<file path="src/rtl/sonic_trigger_seq_if.sv">
// ============================================================================
// Module   : sonic_trigger_seq_if
// Brief    : Control/echo signal bundle between the ultrasonic trigger
//            sequencer and its environment (controller side = master).
// Revision : 1.0 - initial release
// ============================================================================
`default_nettype none

interface sonic_trigger_seq_if;
    logic enable;
    logic single_shot;
    logic echo_raw;
    logic trigger;
    logic echo_sync;
    logic busy;
    logic meas_done;
    logic timeout;
    logic fault;

    modport master (
        output enable, single_shot, echo_raw,
        input  trigger, echo_sync, busy, meas_done, timeout, fault
    );

    modport slave (
        input  enable, single_shot, echo_raw,
        output trigger, echo_sync, busy, meas_done, timeout, fault
    );
endinterface

`default_nettype wire

</file>
<file path="src/rtl/sonic_trigger_seq.sv">
// ============================================================================
// Module   : sonic_trigger_seq
// Brief    : Ultrasonic ranging sequencer: periodic/single-shot trigger,
//            echo synchroniser and rise/width supervision.
//            Optional echo deglitch filter: SONIC_GLITCH_FILTER_EN.
// Revision : 1.0 - initial release
// ============================================================================
`default_nettype none

module sonic_trigger_seq #(
    parameter int CNT_W         = 22,
    parameter int TRIG_CYCLES   = 500,
    parameter int PERIOD_CYCLES = 3000000,
    parameter int RISE_TIMEOUT  = 1500000,
    parameter int MAX_ECHO      = 1250000,
    parameter int GLITCH_CYCLES = 8
) (
    input  wire logic         CLOCK_50,
    input  wire logic         reset_n,
    sonic_trigger_seq_if.slave bus
);

    localparam logic [2:0] S_IDLE      = 3'd0;
    localparam logic [2:0] S_TRIG      = 3'd1;
    localparam logic [2:0] S_WAIT_RISE = 3'd2;
    localparam logic [2:0] S_ECHO_HI   = 3'd3;
    localparam logic [2:0] S_HOLDOFF   = 3'd4;

    localparam logic [CNT_W-1:0] c_ONE         = CNT_W'(1);
    localparam logic [CNT_W-1:0] c_TRIG_LAST   = CNT_W'(TRIG_CYCLES - 1);
    localparam logic [CNT_W-1:0] c_PERIOD_LAST = CNT_W'(PERIOD_CYCLES - 1);
    localparam logic [CNT_W-1:0] c_RISE_LAST   = CNT_W'(RISE_TIMEOUT - 1);
    localparam logic [CNT_W-1:0] c_ECHO_LAST   = CNT_W'(MAX_ECHO - 1);

    if ((TRIG_CYCLES < 1) || (GLITCH_CYCLES < 1) ||
        (PERIOD_CYCLES <= TRIG_CYCLES + RISE_TIMEOUT + MAX_ECHO) ||
        (longint'(PERIOD_CYCLES) >= (longint'(1) << CNT_W))) begin : g_param_check
        $error("sonic_trigger_seq: illegal parameter combination");
    end

    logic             r_sync1;
    logic             r_sync2;
    logic             w_echo;
    logic             r_echo_d;
    logic             w_rise;
    logic             w_fall;
    logic [2:0]       r_state;
    logic [CNT_W-1:0] r_period_cnt;
    logic [CNT_W-1:0] r_phase_cnt;
    logic             r_trigger;
    logic             r_meas_done;
    logic             r_timeout;
    logic             r_fault;

    always_ff @(posedge CLOCK_50 or negedge reset_n) begin
        if (!reset_n) begin
            r_sync1 <= 1'b0;
            r_sync2 <= 1'b0;
        end else begin
            r_sync1 <= bus.echo_raw;
            r_sync2 <= r_sync1;
        end
    end

`ifdef SONIC_GLITCH_FILTER_EN
    localparam int              c_GW          = (GLITCH_CYCLES > 1) ? $clog2(GLITCH_CYCLES) : 1;
    localparam logic [c_GW-1:0] c_GLITCH_LAST = c_GW'(GLITCH_CYCLES - 1);
    localparam logic [c_GW-1:0] c_G_ONE       = c_GW'(1);

    logic [c_GW-1:0] r_glitch_cnt;
    logic            r_filt;

    // Output follows the synchroniser only after an unbroken run of identical samples.
    always_ff @(posedge CLOCK_50 or negedge reset_n) begin
        if (!reset_n) begin
            r_glitch_cnt <= '0;
            r_filt       <= 1'b0;
        end else if (r_sync2 == r_filt) begin
            r_glitch_cnt <= '0;
        end else if (r_glitch_cnt == c_GLITCH_LAST) begin
            r_filt       <= r_sync2;
            r_glitch_cnt <= '0;
        end else begin
            r_glitch_cnt <= r_glitch_cnt + c_G_ONE;
        end
    end

    assign w_echo = r_filt;
`else
    assign w_echo = r_sync2;
`endif

    always_ff @(posedge CLOCK_50 or negedge reset_n) begin
        if (!reset_n) begin
            r_echo_d <= 1'b0;
        end else begin
            r_echo_d <= w_echo;
        end
    end

    assign w_rise = w_echo & ~r_echo_d;
    assign w_fall = ~w_echo & r_echo_d;

    always_ff @(posedge CLOCK_50 or negedge reset_n) begin
        if (!reset_n) begin
            r_state      <= S_IDLE;
            r_period_cnt <= '0;
            r_phase_cnt  <= '0;
            r_trigger    <= 1'b0;
            r_meas_done  <= 1'b0;
            r_timeout    <= 1'b0;
            r_fault      <= 1'b0;
        end else begin
            r_meas_done <= 1'b0;
            r_timeout   <= 1'b0;
            r_fault     <= 1'b0;

            // Period counter runs from the trigger rise and parks at its last value.
            if (r_period_cnt != c_PERIOD_LAST) begin
                r_period_cnt <= r_period_cnt + c_ONE;
            end

            case (r_state)
                S_IDLE: begin
                    if (bus.enable || bus.single_shot) begin
                        r_state      <= S_TRIG;
                        r_trigger    <= 1'b1;
                        r_period_cnt <= '0;
                        r_phase_cnt  <= '0;
                    end
                end
                S_TRIG: begin
                    if (r_phase_cnt == c_TRIG_LAST) begin
                        r_trigger   <= 1'b0;
                        r_state     <= S_WAIT_RISE;
                        r_phase_cnt <= '0;
                    end else begin
                        r_phase_cnt <= r_phase_cnt + c_ONE;
                    end
                end
                S_WAIT_RISE: begin
                    if (w_rise) begin
                        r_state     <= S_ECHO_HI;
                        r_phase_cnt <= '0;
                    end else if (r_phase_cnt == c_RISE_LAST) begin
                        r_timeout <= 1'b1;
                        r_state   <= S_HOLDOFF;
                    end else begin
                        r_phase_cnt <= r_phase_cnt + c_ONE;
                    end
                end
                S_ECHO_HI: begin
                    if (w_fall) begin
                        r_meas_done <= 1'b1;
                        r_state     <= S_HOLDOFF;
                    end else if (r_phase_cnt == c_ECHO_LAST) begin
                        r_fault <= 1'b1;
                        r_state <= S_HOLDOFF;
                    end else begin
                        r_phase_cnt <= r_phase_cnt + c_ONE;
                    end
                end
                S_HOLDOFF: begin
                    // A stuck-high echo keeps us here so the sensor is never re-fired into it.
                    if ((r_period_cnt == c_PERIOD_LAST) && !w_echo) begin
                        r_state <= S_IDLE;
                    end
                end
                default: begin
                    r_state   <= S_IDLE;
                    r_trigger <= 1'b0;
                end
            endcase
        end
    end

    assign bus.trigger   = r_trigger;
    assign bus.echo_sync = w_echo;
    assign bus.busy      = (r_state != S_IDLE);
    assign bus.meas_done = r_meas_done;
    assign bus.timeout   = r_timeout;
    assign bus.fault     = r_fault;

endmodule

`default_nettype wire

</file>
<file path="src/flat_wrapper.sv">
// flat-port wrapper written by rule: the top's interface ports become plain ports
module sonic_trigger_seq_flat 
#(
    parameter int CNT_W         = 22,
    parameter int TRIG_CYCLES   = 500,
    parameter int PERIOD_CYCLES = 3000000,
    parameter int RISE_TIMEOUT  = 1500000,
    parameter int MAX_ECHO      = 1250000,
    parameter int GLITCH_CYCLES = 8
)
  (CLOCK_50, reset_n, bus_enable, bus_single_shot, bus_echo_raw, bus_trigger, bus_echo_sync, bus_busy, bus_meas_done, bus_timeout, bus_fault);
  sonic_trigger_seq_if bus_i ();
  input  wire logic CLOCK_50;
  input  wire logic reset_n;
  input wire logic [$bits(bus_i.enable)-1:0] bus_enable;
  input wire logic [$bits(bus_i.single_shot)-1:0] bus_single_shot;
  input wire logic [$bits(bus_i.echo_raw)-1:0] bus_echo_raw;
  output wire logic [$bits(bus_i.trigger)-1:0] bus_trigger;
  output wire logic [$bits(bus_i.echo_sync)-1:0] bus_echo_sync;
  output wire logic [$bits(bus_i.busy)-1:0] bus_busy;
  output wire logic [$bits(bus_i.meas_done)-1:0] bus_meas_done;
  output wire logic [$bits(bus_i.timeout)-1:0] bus_timeout;
  output wire logic [$bits(bus_i.fault)-1:0] bus_fault;
  assign bus_i.enable = bus_enable;
  assign bus_i.single_shot = bus_single_shot;
  assign bus_i.echo_raw = bus_echo_raw;
  assign bus_trigger = bus_i.trigger;
  assign bus_echo_sync = bus_i.echo_sync;
  assign bus_busy = bus_i.busy;
  assign bus_meas_done = bus_i.meas_done;
  assign bus_timeout = bus_i.timeout;
  assign bus_fault = bus_i.fault;
  sonic_trigger_seq #(.CNT_W(CNT_W), .TRIG_CYCLES(TRIG_CYCLES), .PERIOD_CYCLES(PERIOD_CYCLES), .RISE_TIMEOUT(RISE_TIMEOUT), .MAX_ECHO(MAX_ECHO), .GLITCH_CYCLES(GLITCH_CYCLES)) u_core (.CLOCK_50(CLOCK_50), .reset_n(reset_n), .bus(bus_i));
endmodule
</file>
<file path="config.mk">
export PLATFORM = sky130hd
export DESIGN_NAME = sonic_trigger_seq_flat
export DESIGN_NICKNAME = d
export VERILOG_FILES = /design/src/rtl/sonic_trigger_seq_if.sv /design/src/rtl/sonic_trigger_seq.sv /design/src/flat_wrapper.sv
export SDC_FILE = /design/constraint.sdc
export NUM_CORES = 1
export LEC_CHECK = 0
export CAP_MARGIN = 20
export CORE_ASPECT_RATIO = 1.25
export CORE_MARGIN = 1.5
export CORE_UTILIZATION = 63
export CTS_BUF_LIST = sky130_fd_sc_hd__clkbuf_4 sky130_fd_sc_hd__clkbuf_8
export CTS_CLUSTER_DIAMETER = 200
export DETAILED_ROUTE_END_ITERATION = 10
export PLACE_DENSITY = 0.82
export SLEW_MARGIN = 20
export SYNTH_ARGS = -nofsm -noshare
export SYNTH_HDL_FRONTEND = slang
export SYNTH_SLANG_ARGS = --single-unit
export TNS_END_PERCENT = 10
</file>
<file path="constraint.sdc">
create_clock -name CLOCK_50 -period 2.7 [get_ports CLOCK_50]
set_clock_uncertainty 0.05 [all_clocks]
set_input_delay 0.54 -clock CLOCK_50 [delete_from_list [all_inputs] [get_ports CLOCK_50]]
set_output_delay 0.54 -clock CLOCK_50 [all_outputs]
set_load 0.005 [all_outputs]
</file>
==> flow_results.xml <==
<?xml version="1.0" encoding="UTF-8"?>
<metrics>
  <group name="timing">
    <metric name="setup_viol" unit="">0</metric>
    <metric name="worstMarginPinSlew" unit="ns">0.568</metric>
    <metric name="slew_headroom" unit="%">61.7</metric>
    <metric name="report.final.slew_viol_count" unit="">0</metric>
    <metric name="peak_clock_frequency_supported_by_timing" unit="GHz">0.404</metric>
    <metric name="report.final.hold_viol_count" unit="">0</metric>
    <metric name="setup-tns-final" unit="ns">0</metric>
    <metric name="rsz0062_at_grt" unit="">false</metric>
    <metric name="final.min_clock_period" unit="ns">2.48</metric>
    <metric name="period_utilization" unit="%">91.7</metric>
  </group>
  <group name="die">
    <metric name="fp.dieH" unit="µm">79.4</metric>
    <metric name="initial_utilization" unit="%">66.0</metric>
    <metric name="boundaryPins" unit="">11</metric>
    <metric name="placeableCoreArea" unit="mm²">0.00446</metric>
    <metric name="core.rowCount" unit="">27</metric>
    <metric name="die_area" unit="mm²">0.00509</metric>
    <metric name="chip_width" unit="µm">64.1</metric>
  </group>
  <group name="worst_setup_path">
    <metric name="worstSetupPathType" unit="">reg -&gt; reg</metric>
    <metric name="worstSetupStartpointType" unit="">flip-flop</metric>
    <metric name="cp_data_required_time" unit="ns">2.83</metric>
    <metric name="path_delay_family" unit="">simple AND/OR/NAND/NOR gates</metric>
    <metric name="path_max_fanout" unit="">21</metric>
    <metric name="critical_path_arrival" unit="ns">2.61</metric>
    <metric name="crit_slowest_cell" unit="">or4_4</metric>
    <metric name="critPathCaptureType" unit="">flip-flop</metric>
    <metric name="total_buffers_and_inverters_traversed_by_the_critical_path" unit="">0</metric>
    <metric name="critical_path.max_stage_delay" unit="ns">0.56</metric>
    <metric name="cp_cell_sequence" unit="">nand2b_1 -&gt; or4_1 -&gt; or4_4 -&gt; o211ai_4 -&gt; nand3b_4 -&gt; o41ai_1</metric>
  </group>
  <group name="placement">
    <metric name="dpl.cell_count" unit="">380</metric>
    <metric name="detailedPlacementHpwl" unit="µm">4290</metric>
    <metric name="placed_cell_area" unit="mm²">0.00308</metric>
    <metric name="routabilityCongestion" unit="">0.862</metric>
    <metric name="buffer_ports.inserted" unit="">10</metric>
  </group>
  <group name="synth">
    <metric name="seq_total_area_yosys" unit="%">45.9</metric>
    <metric name="muxShareOfSynthArea" unit="%">0.851</metric>
    <metric name="post_synth_instance_area" unit="mm²">0.00294</metric>
    <metric name="yosys_most_used_dff" unit="">dfrtp_1</metric>
    <metric name="synth_nets" unit="">326</metric>
    <metric name="yosys.area_share.adder" unit="%">0.851</metric>
    <metric name="synth_warnings" unit="">0</metric>
    <metric name="ys_seq_elements" unit="">54</metric>
    <metric name="synth_top_cell_area_share" unit="%">45.9</metric>
    <metric name="number_of_library_cell_types_mapped_by_synthesis" unit="">48</metric>
    <metric name="synth_top_family_by_area" unit="">simple AND/OR/NAND/NOR gates</metric>
    <metric name="number_of_synthesized_flops_with_an_enable_pin" unit="">0</metric>
    <metric name="synth.avg_cell_area" unit="µm²">9.22</metric>
    <metric name="synth.area.top_cells" unit="">dfrtp_1 (46%), nor2_1 (6.1%), o21ai_0 (4.1%)</metric>
    <metric name="synth_async_sr_flop_share" unit="%">100</metric>
    <metric name="postSynthCellCount" unit="">319</metric>
    <metric name="synth-simple-area-share" unit="%">27.2</metric>
    <metric name="synth_xor_area_share" unit="%">5.95</metric>
    <metric name="yosys.area.top_type" unit="">dfrtp_1</metric>
    <metric name="synth_compound_gate_area_share" unit="%">15.0</metric>
  </group>
  <group name="cells_and_area">
    <metric name="layout.cells.non_filler" unit="">388</metric>
    <metric name="diodes" unit="">0</metric>
    <metric name="growth_of_design_area_from_synthesis_to_finish" unit="%">7.91</metric>
    <metric name="final_core_utilization" unit="%">71.2</metric>
    <metric name="nNetsFinal" unit="">336</metric>
    <metric name="final_layout_size_suffix_gt1_share" unit="%">7.88</metric>
    <metric name="layout.cell_area.non_filler" unit="mm²">0.00317</metric>
  </group>
  <group name="cts">
    <metric name="tritoncts" unit="">built</metric>
    <metric name="cts_setup_buffers" unit="">0</metric>
    <metric name="cts.sinks" unit="">54</metric>
    <metric name="buffer_levels_on_the_longest_clock_path" unit="">2</metric>
    <metric name="cts.root.buffer_cell" unit="">clkbuf_8</metric>
    <metric name="cts-htree-levels" unit="">2</metric>
    <metric name="worstSkewPairLatency" unit="ns">0.30</metric>
    <metric name="cts-hold-fix-buffers" unit="">0</metric>
    <metric name="cts_buffers" unit="">5</metric>
    <metric name="cts_repair_resize_count" unit="">0</metric>
    <metric name="path_clk_slew" unit="ns">0.09</metric>
  </group>
  <group name="route">
    <metric name="avgViaCountPerCell" unit="">6.20</metric>
    <metric name="total_wirelength" unit="µm">6060</metric>
    <metric name="average_detailed_routed_wire_length_per_instance" unit="µm">15.6</metric>
    <metric name="drt_first_iter_violations" unit="">186</metric>
    <metric name="dr_total_vias" unit="">2407</metric>
    <metric name="drt_pass1_iterations" unit="">4</metric>
    <metric name="antenna_violating_nets_post_route" unit="">0</metric>
    <metric name="drc" unit="">0</metric>
  </group>
  <group name="power_and_ir_drop">
    <metric name="power.static_leakage" unit="µW">0.00130</metric>
    <metric name="power_per_cell_area" unit="mW/mm²">595</metric>
    <metric name="total_power" unit="µW">1890</metric>
    <metric name="worst_ir_drop_vdd" unit="mV">0.376</metric>
  </group>
  <group name="global_routing">
    <metric name="largest_net_degree_at_the_start_of_global_routing" unit="">28</metric>
    <metric name="via_count_of_the_first_global_routing_pass" unit="">2384</metric>
    <metric name="initial_antenna_violation_count" unit="">0</metric>
    <metric name="grt_overflow" unit="">0</metric>
    <metric name="first_pass_grt_wire_length" unit="µm">10900</metric>
    <metric name="overall_track_demand_over_capacity_in_global_routing" unit="%">26.9</metric>
  </group>
  <group name="flow_run">
    <metric name="timing.max_cap.violations" unit="">0</metric>
  </group>
  <group name="outcome">
    <metric name="run_status" unit="">finished, final reports clean</metric>
  </group>
  <group name="worst_hold_path">
    <metric name="hold_path_class" unit="">in -&gt; async</metric>
  </group>
</metrics>
path summary, 6_finish.rpt:
kind                                                    from  depth (start not counted)  slack, ns                                  to
setup / recovery           u_core.r_phase_cnt[8]$_DFFE_PN0P_                          6       0.22  u_core.r_phase_cnt[15]$_DFFE_PN0P_
hold / removal                                       reset_n                          1       0.17       u_core.r_state[0]$_DFFE_PN0P_
setup reg to reg           u_core.r_phase_cnt[8]$_DFFE_PN0P_                          6       0.22  u_core.r_phase_cnt[15]$_DFFE_PN0P_
hold reg to reg                     u_core.r_sync1$_DFF_PN0_                          0       0.33      u_core.bus.echo_sync$_DFF_PN0_
max in group asynchronous                            reset_n                          2       1.80   u_core.r_period_cnt[18]$_DFF_PN0_
min in group CLOCK_50               u_core.r_sync1$_DFF_PN0_                          0       0.33      u_core.bus.echo_sync$_DFF_PN0_
cell usage after synthesis, drive strengths merged, types with 2 or more instances:
library cell	n
dfrtp	54
nor2	48
o21ai	28
nand2	24
o31ai	14
nand3	13
nand4	12
xor2	12
clkbuf	10
inv	9
a21oi	8
and3	8
xnor2	8
nor3	7
nor4	6
and4	5
buf	5
nand2b	5
o41ai	5
nor2b	4
nor3b	4
a31oi	3
and2	3
nand4b	3
o211ai	3
or4	3
ha	2
nand4bb	2
registers in the layout, summed over array words and instances, names as in the netlist:
register,flops
u_core.r_period_cnt,22
u_core.bus.timeout,1
u_core.r_phase_cnt,22
u_core.bus.fault,1
u_core.r_sync1,1
u_core.bus.trigger,1
u_core.r_state,3
u_core.bus.meas_done,1
u_core.bus.echo_sync,1
u_core.r_echo_d,1
cell type report:
cell class | count | area [µm²]
Sequential cell | 54 | 1350
Clock buffer | 7 | 90.1
Clock inverter | 1 | 5.00
Timing Repair Buffer | 18 | 155
Multi-Input combinational cell | 241 | 1470
Inverter | 9 | 33.8
Tap cell | 58 | 72.6
Fill cell | 377 | 1280
where the power goes:
| part | switching [µW] | total (µW) | internal (µW) |
|---|---|---|---|
| Sequential | 71.8 | 930 | 858 |
| Clock | 253 | 470 | 218 |
| Combinational | 307 | 487 | 180 |
layer usage:
layer  up-vias  share of wire (%)  wire (µm)  global-route usage (%)
li1       1167                  -          -                       -
met1      1180                 44       2650                    33.7
met5         -                  0          0                       0
met4         0                2.3        140                    11.3
met3        16                3.1        188                    4.37
met2        44                 51       3080                    46.1
through the flow:
| stage | setup slack (ns) | hold WS, ns |
|---|---|---|
| after floorplan | 0.370 | 0.194 |
| after global placement | 0.308 | 0.283 |
| after detailed placement | 0.242 | 0.304 |
| after CTS | 0.242 | 0.194 |
| after global routing | 0.0549 | 0.225 |
| final | 0.224 | 0.175 |
kinds of logic (layout without fill, tap and decap cells):
kind of cell,after synthesis,after routing
DFF,54,54
muxes,2,2
AOI/OAI and AO/OA,66,66
xor gates and xnor gates,20,20
buffers and inverters,24,35
and+or+nand+nor,151,151
adders and majority gates,2,2
placed cells by master, fill, tap and decap left out, types with 2 or more instances in the layout:
| cell | instances |
|---|---|
| o21ai_0 | 24 |
| nand4bb_1 | 2 |
| nand2_1 | 24 |
| ha_1 | 2 |
| nor2_1 | 48 |
| clkbuf_8 | 6 |
| or4_1 | 2 |
| dfrtp_1 | 54 |
| a21oi_1 | 8 |
| nor3b_1 | 4 |
| nand4_1 | 12 |
| o21ai_2 | 3 |
| a31oi_1 | 3 |
| buf_4 | 8 |
| nand3_1 | 13 |
| nor2b_1 | 4 |
| clkdlybuf4s50_1 | 9 |
| nor4_1 | 6 |
| xnor2_1 | 8 |
| o41ai_1 | 5 |
| o211ai_1 | 2 |
| o31ai_1 | 14 |
| and3_1 | 8 |
| nand4b_1 | 3 |
| and2_1 | 3 |
| inv_1 | 9 |
| nor3_1 | 7 |
| xor2_1 | 12 |
| and4_1 | 5 |
| nand2b_1 | 5 |
Power figures use the tool's default switching activity.
